[src/rtl/gf2m_pkg.sv]
// gf2m_pkg: field constants and FSM encoding for the GF(2^163) inverter
package gf2m_pkg;
  localparam int M = 163;
  localparam logic [M-1:0] F_LOW = 163'hC9;
  localparam logic [M:0] F = {1'b1, F_LOW};
  typedef enum logic [1:0] {IDLE, LOAD, ITER, DONE} state_t;
endpackage

[src/rtl/gf2m_halve.sv]
// gf2m_halve: combinational g / x mod f
module gf2m_halve
  import gf2m_pkg::*;
(
  input  logic [M-1:0] g,
  output logic [M-1:0] h
);
  // odd g: add f first so the division is exact; f's x^M term becomes the new msb
  always_comb h = {g[0], g[M-1:1] ^ (g[0] ? F_LOW[M-1:1] : {(M-1){1'b0}})};
endmodule

[src/rtl/gf2m_inverter.sv]
// gf2m_inverter: GF(2^163) inverse by binary extended Euclid, one step per clock.
// Optional macro GF_INV_CYCLE_CNT_EN adds a 10-bit ITER cycle count output.
module gf2m_inverter
  import gf2m_pkg::*;
(
  input  logic         clk,
  input  logic         rst,
  input  logic         start,
  input  logic [M-1:0] A,
  output logic [M-1:0] Z,
  output logic         done,
  output logic         busy,
  output logic         err
`ifdef GF_INV_CYCLE_CNT_EN
  ,
  output logic [9:0]   cycles
`endif
);
  state_t state, nxt;
  logic [M:0] u, v;
  logic [M-1:0] g1, g2, h1, h2;
  logic u_one, v_one, a_zero;
  gf2m_halve u_h1 (.g(g1), .h(h1));
  gf2m_halve u_h2 (.g(g2), .h(h2));
  always_comb begin
    u_one = u == (M+1)'(1);
    v_one = v == (M+1)'(1);
    a_zero = A == '0;
    nxt = state == IDLE ? (start ? LOAD : IDLE) :
          state == LOAD ? (a_zero ? DONE : ITER) :
          state == ITER ? ((u_one || v_one) ? DONE : ITER) : IDLE;
    done = state == DONE;
    busy = state != IDLE;
  end
  always_ff @(posedge clk or posedge rst)
    if (rst) state <= IDLE;
    else state <= nxt;
  // Z/err are written on the edge entering DONE so they are valid while done is high
  always_ff @(posedge clk or posedge rst)
    if (rst) begin
      u <= '0;
      v <= '0;
      g1 <= '0;
      g2 <= '0;
      Z <= '0;
      err <= 1'b0;
    end else if (state == LOAD) begin
      u <= {1'b0, A};
      v <= F;
      g1 <= M'(1);
      g2 <= '0;
      if (a_zero) begin
        Z <= '0;
        err <= 1'b1;
      end
    end else if (state == ITER) begin
      if (u_one) begin
        Z <= g1;
        err <= 1'b0;
      end else if (v_one) begin
        Z <= g2;
        err <= 1'b0;
      end else if (!u[0]) begin
        u <= u >> 1;
        g1 <= h1;
      end else if (!v[0]) begin
        v <= v >> 1;
        g2 <= h2;
      end else if (u > v) begin
        u <= u ^ v;
        g1 <= g1 ^ g2;
      end else begin
        v <= v ^ u;
        g2 <= g2 ^ g1;
      end
    end
`ifdef GF_INV_CYCLE_CNT_EN
  logic [9:0] cnt;
  always_ff @(posedge clk or posedge rst)
    if (rst) begin
      cnt <= '0;
      cycles <= '0;
    end else if (state == LOAD) begin
      cnt <= '0;
      if (a_zero) cycles <= '0;
    end else if (state == ITER) begin
      cnt <= cnt + 10'd1;
      if (u_one || v_one) cycles <= cnt + 10'd1;
    end
`endif
endmodule
[config.mk]
export PLATFORM = sky130hd
export DESIGN_NAME = gf2m_inverter
export DESIGN_NICKNAME = d
export VERILOG_FILES = /design/src/rtl/gf2m_pkg.sv /design/src/rtl/gf2m_halve.sv /design/src/rtl/gf2m_inverter.sv
export SDC_FILE = /design/constraint.sdc
export NUM_CORES = 2
export LEC_CHECK = 0
export ABC_AREA = 1
export CAP_MARGIN = 20
export CORE_MARGIN = 4
export CORE_UTILIZATION = 60
export CTS_BUF_LIST = sky130_fd_sc_hd__clkbuf_8 sky130_fd_sc_hd__clkbuf_16
export DETAILED_ROUTE_END_ITERATION = 8
export PLACE_DENSITY = 0.81
export SLEW_MARGIN = 5
export SYNTH_ARGS = -nofsm -noshare
export SYNTH_HDL_FRONTEND = slang
export SYNTH_SLANG_ARGS = --single-unit
[constraint.sdc]
create_clock -name clk -period 39.3 [get_ports clk]
set_input_delay 7.86 -clock clk [delete_from_list [all_inputs] [get_ports clk]]
set_output_delay 7.86 -clock clk [all_outputs]
set_load 0.01 [all_outputs]
### Yosys cells after proc, flatten, opt, wreduce, memory -nomap -nowiden

Index checks and enable logic that the tools add are counted.

| cells by class | value |
|---|---|
| muxes and demuxes | 46 |
| reductions and logical operators | 12 |
| magnitude comparators | 1 |
| bitwise operators | 4 |
| equal/unequal tests | 11 |

Operators with widths:

| cell | count |
|---|---|
| $mux 163 | 19 |
| $mux 164 | 14 |
| $eq 164x1->1 const B | 2 |
| $xor 162x162->162 | 2 |
| $gt 164x164->1 | 1 |
| $xor 164x164->164 | 1 |
| $logic_not 163->1 | 1 |
| $xor 163x163->163 | 1 |
| $mux 7 | 2 |
| $reduce_and 5->1 | 2 |
| $mux 1 | 8 |
| $mux 2 | 3 |
| $ne 3x1->1 const B | 2 |
| $reduce_and 3->1 | 2 |
| $reduce_bool 2->1 | 3 |
| $eq 2x2->1 const B | 2 |
| $ne 2x1->1 const B | 2 |
| $reduce_and 4->1 | 1 |
| $ne 3x3->1 const B | 1 |
| $reduce_bool 3->1 | 1 |
| $eq 2x1->1 const B | 1 |
| $logic_not 2->1 | 1 |
| $ne 2x2->1 const B | 1 |
| $logic_or 1x1->1 | 1 |

| storage, ports and cells | value |
|---|---|
| bits in registers | 820 |
| logic and storage cells | 83 |
| output and inout port bits | 166 |
| bits of input ports | 166 |

### Logic depth before layout (Yosys ltp)

| logic depth | value |
|---|---|
| depth after elaboration | 8 |
| depth in mapped cells | 24 |

### By module

A second synthesis with hierarchy kept.

| unflattened totals | value |
|---|---|
| cells, all modules | 7997 |
| area, all modules | 54831.3 um^2 |

Modules (own cells, without submodules):

| module | area each (um^2) | cells an instance | seq. area each (um^2) | instances |
|---|---|---|---|---|
| gf2m_inverter | 52331.4 | 7651 | 20519.7 | 1 |
| gf2m_halve | 1249.9 | 173 | 0.0 | 2 |

### Least setup slack after synthesis

Ideal clock, no wire load.

| timing | value |
|---|---|
| path type | in2reg |
| start | in A[63] |
| end | reg Z[0] |
| data arrival time | 9.203 ns |
| path slack | 29.967 ns |
| cell stages on the path | 11 |
| path through | nor4_1 -> nand4_1 -> nor2_1 -> nand2_1 -> nor2_1 -> nand4_1 -> o21a_1 -> buf_2 -> clkbuf_1 -> nand2_1 -> o21ai_0 |

| on the way | value |
|---|---|
| longest elaborated chain between the ends | 3 |

RTL lines:

| element | RTL line | RTL |
|---|---|---|
| start: declaration | gf2m_inverter.sv:9 | `input logic [M-1:0] A,` |
| $logic_not 163->1 | gf2m_inverter.sv:28 | `a_zero = A == '0;` |
| $ne 2x2->1 (no line) | - |  |
| $reduce_and 3->1 (no line) | - |  |
| end signal: assignment | gf2m_inverter.sv:58 | `Z <= g1;` |
| end signal: assignment | gf2m_inverter.sv:61 | `Z <= g2;` |
| end: declaration | gf2m_inverter.sv:10 | `output logic [M-1:0] Z,` |

No other way between the ends.
A chain may end at the register's enable or synchronous reset.

==> results.ini <==
[global_route]
overflow = 0
antenna_found_initial = 4
grt_pass1_wl_mm = 230
grt_max_degree = 238
grt_use_total_pct = 32.2
grt_pass1_vias = 43800

[timing]
whs_ns = 0.479
fin_ws_ns = 27.87
skew_ns = 0.0362
slew_violations = 0
finalCritPeriodShare_pct = 29.1
setup_tns_ns = 0
hold_viol_final = 0
rsz0062_at_grt = no
worst_pin_slew_ns = 1.31
fin_crit_ns = 11.43
relSlewSlack_pct = 12.6
fmax_mhz = 87.5
setup_viol = 0

[setup_path]
path_max_fanout = 167
cp.arrival_ns = 12.13
crit_buf_inv = 7
cp_top_family = buffers and inverters
path_class = in2async
endpoint_kind = asynchronous set/reset pin
required_ns = 40.00
path_cells = clkdlybuf4s50_1, inv_8, buf_12, buf_4, buf_4, buf_16, buf_4
crit_top_cell = buf_4
startpoint_type = input port
slowest_stage = buf_4
slowest_delay_ns = 0.73

[route]
vias = 46500
drtPass1Iterations = 9
drc = 0
viasPerCell = 6.06
wl_per_cell_microns = 18.6
finalWirelength_mm = 143
first_iter_violations = 4704
postRouteAntennaNets = 0

[clock_tree]
path_clk_slew_ns = 0.06
cts_setup_buffers = 0
clock_sinks = 820
cts_made_buffers = 90
cts-root-buf = clkbuf_16
cts_tree = done
cts_hold_buf = 0
cts.htree.levels = 3
clock_latency_ns = 0.66
cts_max_path_buffers = 3
cts-resized-gates = 0

[synth]
yosys_warnings = 0
yosysSeqAreaShare_pct = 42.1
ys_seq_elements = 820
syn_inst = 6515
syn-cell-area_sq_um = 48700
avgSynthCellArea_sq_um = 7.47
synth_nets = 6850
synth_cell_type_count = 44

[layout]
diodes = 0
nets = 6882
drive_gt1_share_pct = 4.06
regArea_sq_um = 20500
area_growth_pct = 13.2
multi_input_area_sq_um = 24000
fin_area_sq_um = 55100
nFillCells = 6678

[pwr]
pwr-share-clk_pct = 20.2
vdd_drop_max_mv = 0.129
combPwrFrac_pct = 53.2
p_leak_uw = 0.0254
swShare_pct = 50.1
internal-power_uw = 2290
switchingPower_uw = 2290
finalPower_uw = 4580
power_density_nw_per_um2 = 83.1
seqPwrFrac_pct = 26.6

[floorplan]
initial_utilization_pct = 60.5
die_h_microns = 293
die_area_sq_um = 85800
rows = 104
coreArea_sq_um = 80500
ios = 332
die_x_microns = 293

[place]
dp_hpwl_mm = 90.0
place_congestion = 0.938
post-place-ws_ns = 26.80
placed_area_sq_um = 51800
io_buffers = 331

[run_status]
status = finished, final reports clean

[min_path]
hold_class = reg2reg

[flow_run]
cap_violations = 0

==> cell families (layout without fill, tap and decap cells) <==
logic type      Yosys count  in the layout  share of synthesized area, %
simple gates           2600           2600                          22.2
compound gates         1744           1744                          19.6
buf+inv                1013           1118                          8.69
flops                   820            820                          42.1
fa+ha+maj               169            169                          4.34
xor+xnor                169            169                          3.04
==> stage by stage <==
| stage | utilization [%] | cells |
|---|---|---|
| 2_1_floorplan | - | 6515 |
| 3_3_place_gp | 64.2 | 7510 |
| 3_5_place_dp | 64.3 | 7511 |
| 4_1_cts | 68.3 | 7676 |
| 5_1_grt | 68.5 | 7680 |
| 6_report | 68.5 | 7680 |
==> state kept, by name, indices dropped and copies added, names as in the netlist <==
register and cells:
u 164, Z 163, g1 163, g2 163, state 2, err 1
v 164
==> per-layer routing <==
layer  track usage, %  up-vias  routed length [microns]
li1                 -    21900                        -
met1             44.6    22000                    58700
met2             50.0     2244                    64500
met3             7.09      363                    13900
met4             12.3        8                     5520
met5                0        -                       47
==> worst paths after layout <==
kind,startpoint,end,slack [ns],cells after the start
setup / recovery,rst,Z[114],27.87,7
hold / removal,v[97],v[97],0.48,2
setup reg to reg,u[115],u[140],32.77,17
hold reg to reg,v[97],v[97],0.48,2
max in group clk,A[3],Z[19],28.16,10
min in group asynchronous,rst,Z[26],7.78,2
==> synthesized netlist by cell type, drive strengths merged <==
| library cell | count | share of area (%) |
|---|---|---|
| o21bai | 1 | 0.015 |
| nor4 | 94 | 1.2 |
| a31oi | 1 | 0.013 |
| a21boi | 2 | 0.054 |
| clkinv | 1 | 0.010 |
| nand3b | 2 | 0.031 |
| o22ai | 165 | 2.1 |
| nor3b | 1 | 0.015 |
| buf | 162 | 2.1 |
| dfrtp | 820 | 42 |
| nor3 | 27 | 0.31 |
| clkbuf | 276 | 2.1 |
| nand2 | 1672 | 13 |
| nand4 | 110 | 1.4 |
| nand3 | 328 | 3.4 |
| and3 | 5 | 0.064 |
| o21ai | 1012 | 11 |
| inv | 574 | 4.4 |
| nor2 | 358 | 2.8 |
| or2 | 3 | 0.039 |
| a21o | 3 | 0.046 |
| ha | 169 | 4.3 |
| o21a | 9 | 0.14 |
| a21oi | 389 | 4.0 |
| o31ai | 1 | 0.015 |
| a22oi | 161 | 2.5 |
| xnor2 | 169 | 3.0 |
==> worst reg2reg max path, delay by kind of cell (launching register included) <==
family / cells / cell delay [ns]
adders and majority gates: 1 / 0.34
buffers and inverters: 4 / 2.46
DFF: 1 / 0.43
and+or+nand+nor: 12 / 3.19
==> power groups by stage <==
stage | Sequential, uW | Combinational (uW) | Clock (uW)
4_1_cts | 1210 | 2390 | 935
3_5_place_dp | 1220 | 2370 | 0
2_1_floorplan | 1190 | 1720 | 0
3_3_place_gp | 1220 | 2320 | 0
6_report | 1220 | 2440 | 925
5_1_grt | 1240 | 2670 | 971
==> layout make-up <==
type,instances,share of cell area (%)
Clock buffer,107,4.51
Inverter,575,3.97
Multi-Input combinational cell,4682,43.6
Timing Repair Buffer,378,6.91
Clock inverter,58,1.42
Tap cell,1060,2.41
Sequential cell,820,37.2
==> cells in the final DEF, fill, tap and decap left out, types with 7 or more instances in the layout <==
cell / instances
inv_1: 584
o21ai_1: 341
nor4_1: 93
o21a_1: 8
clkdlybuf4s50_1: 331
a21oi_1: 388
o22ai_1: 165
clkinv_2: 9
xnor2_1: 169
a22oi_1: 161
nand4_1: 110
o21ai_2: 40
bufinv_16: 16
buf_4: 38
o21ai_0: 631
clkbuf_16: 90
nand2_1: 1664
ha_1: 168
nor3_1: 24
clkbuf_8: 17
nor2_1: 352
clkinvlp_4: 7
nand3_1: 327
dfrtp_1: 819
(Power assumes the default switching activity.)
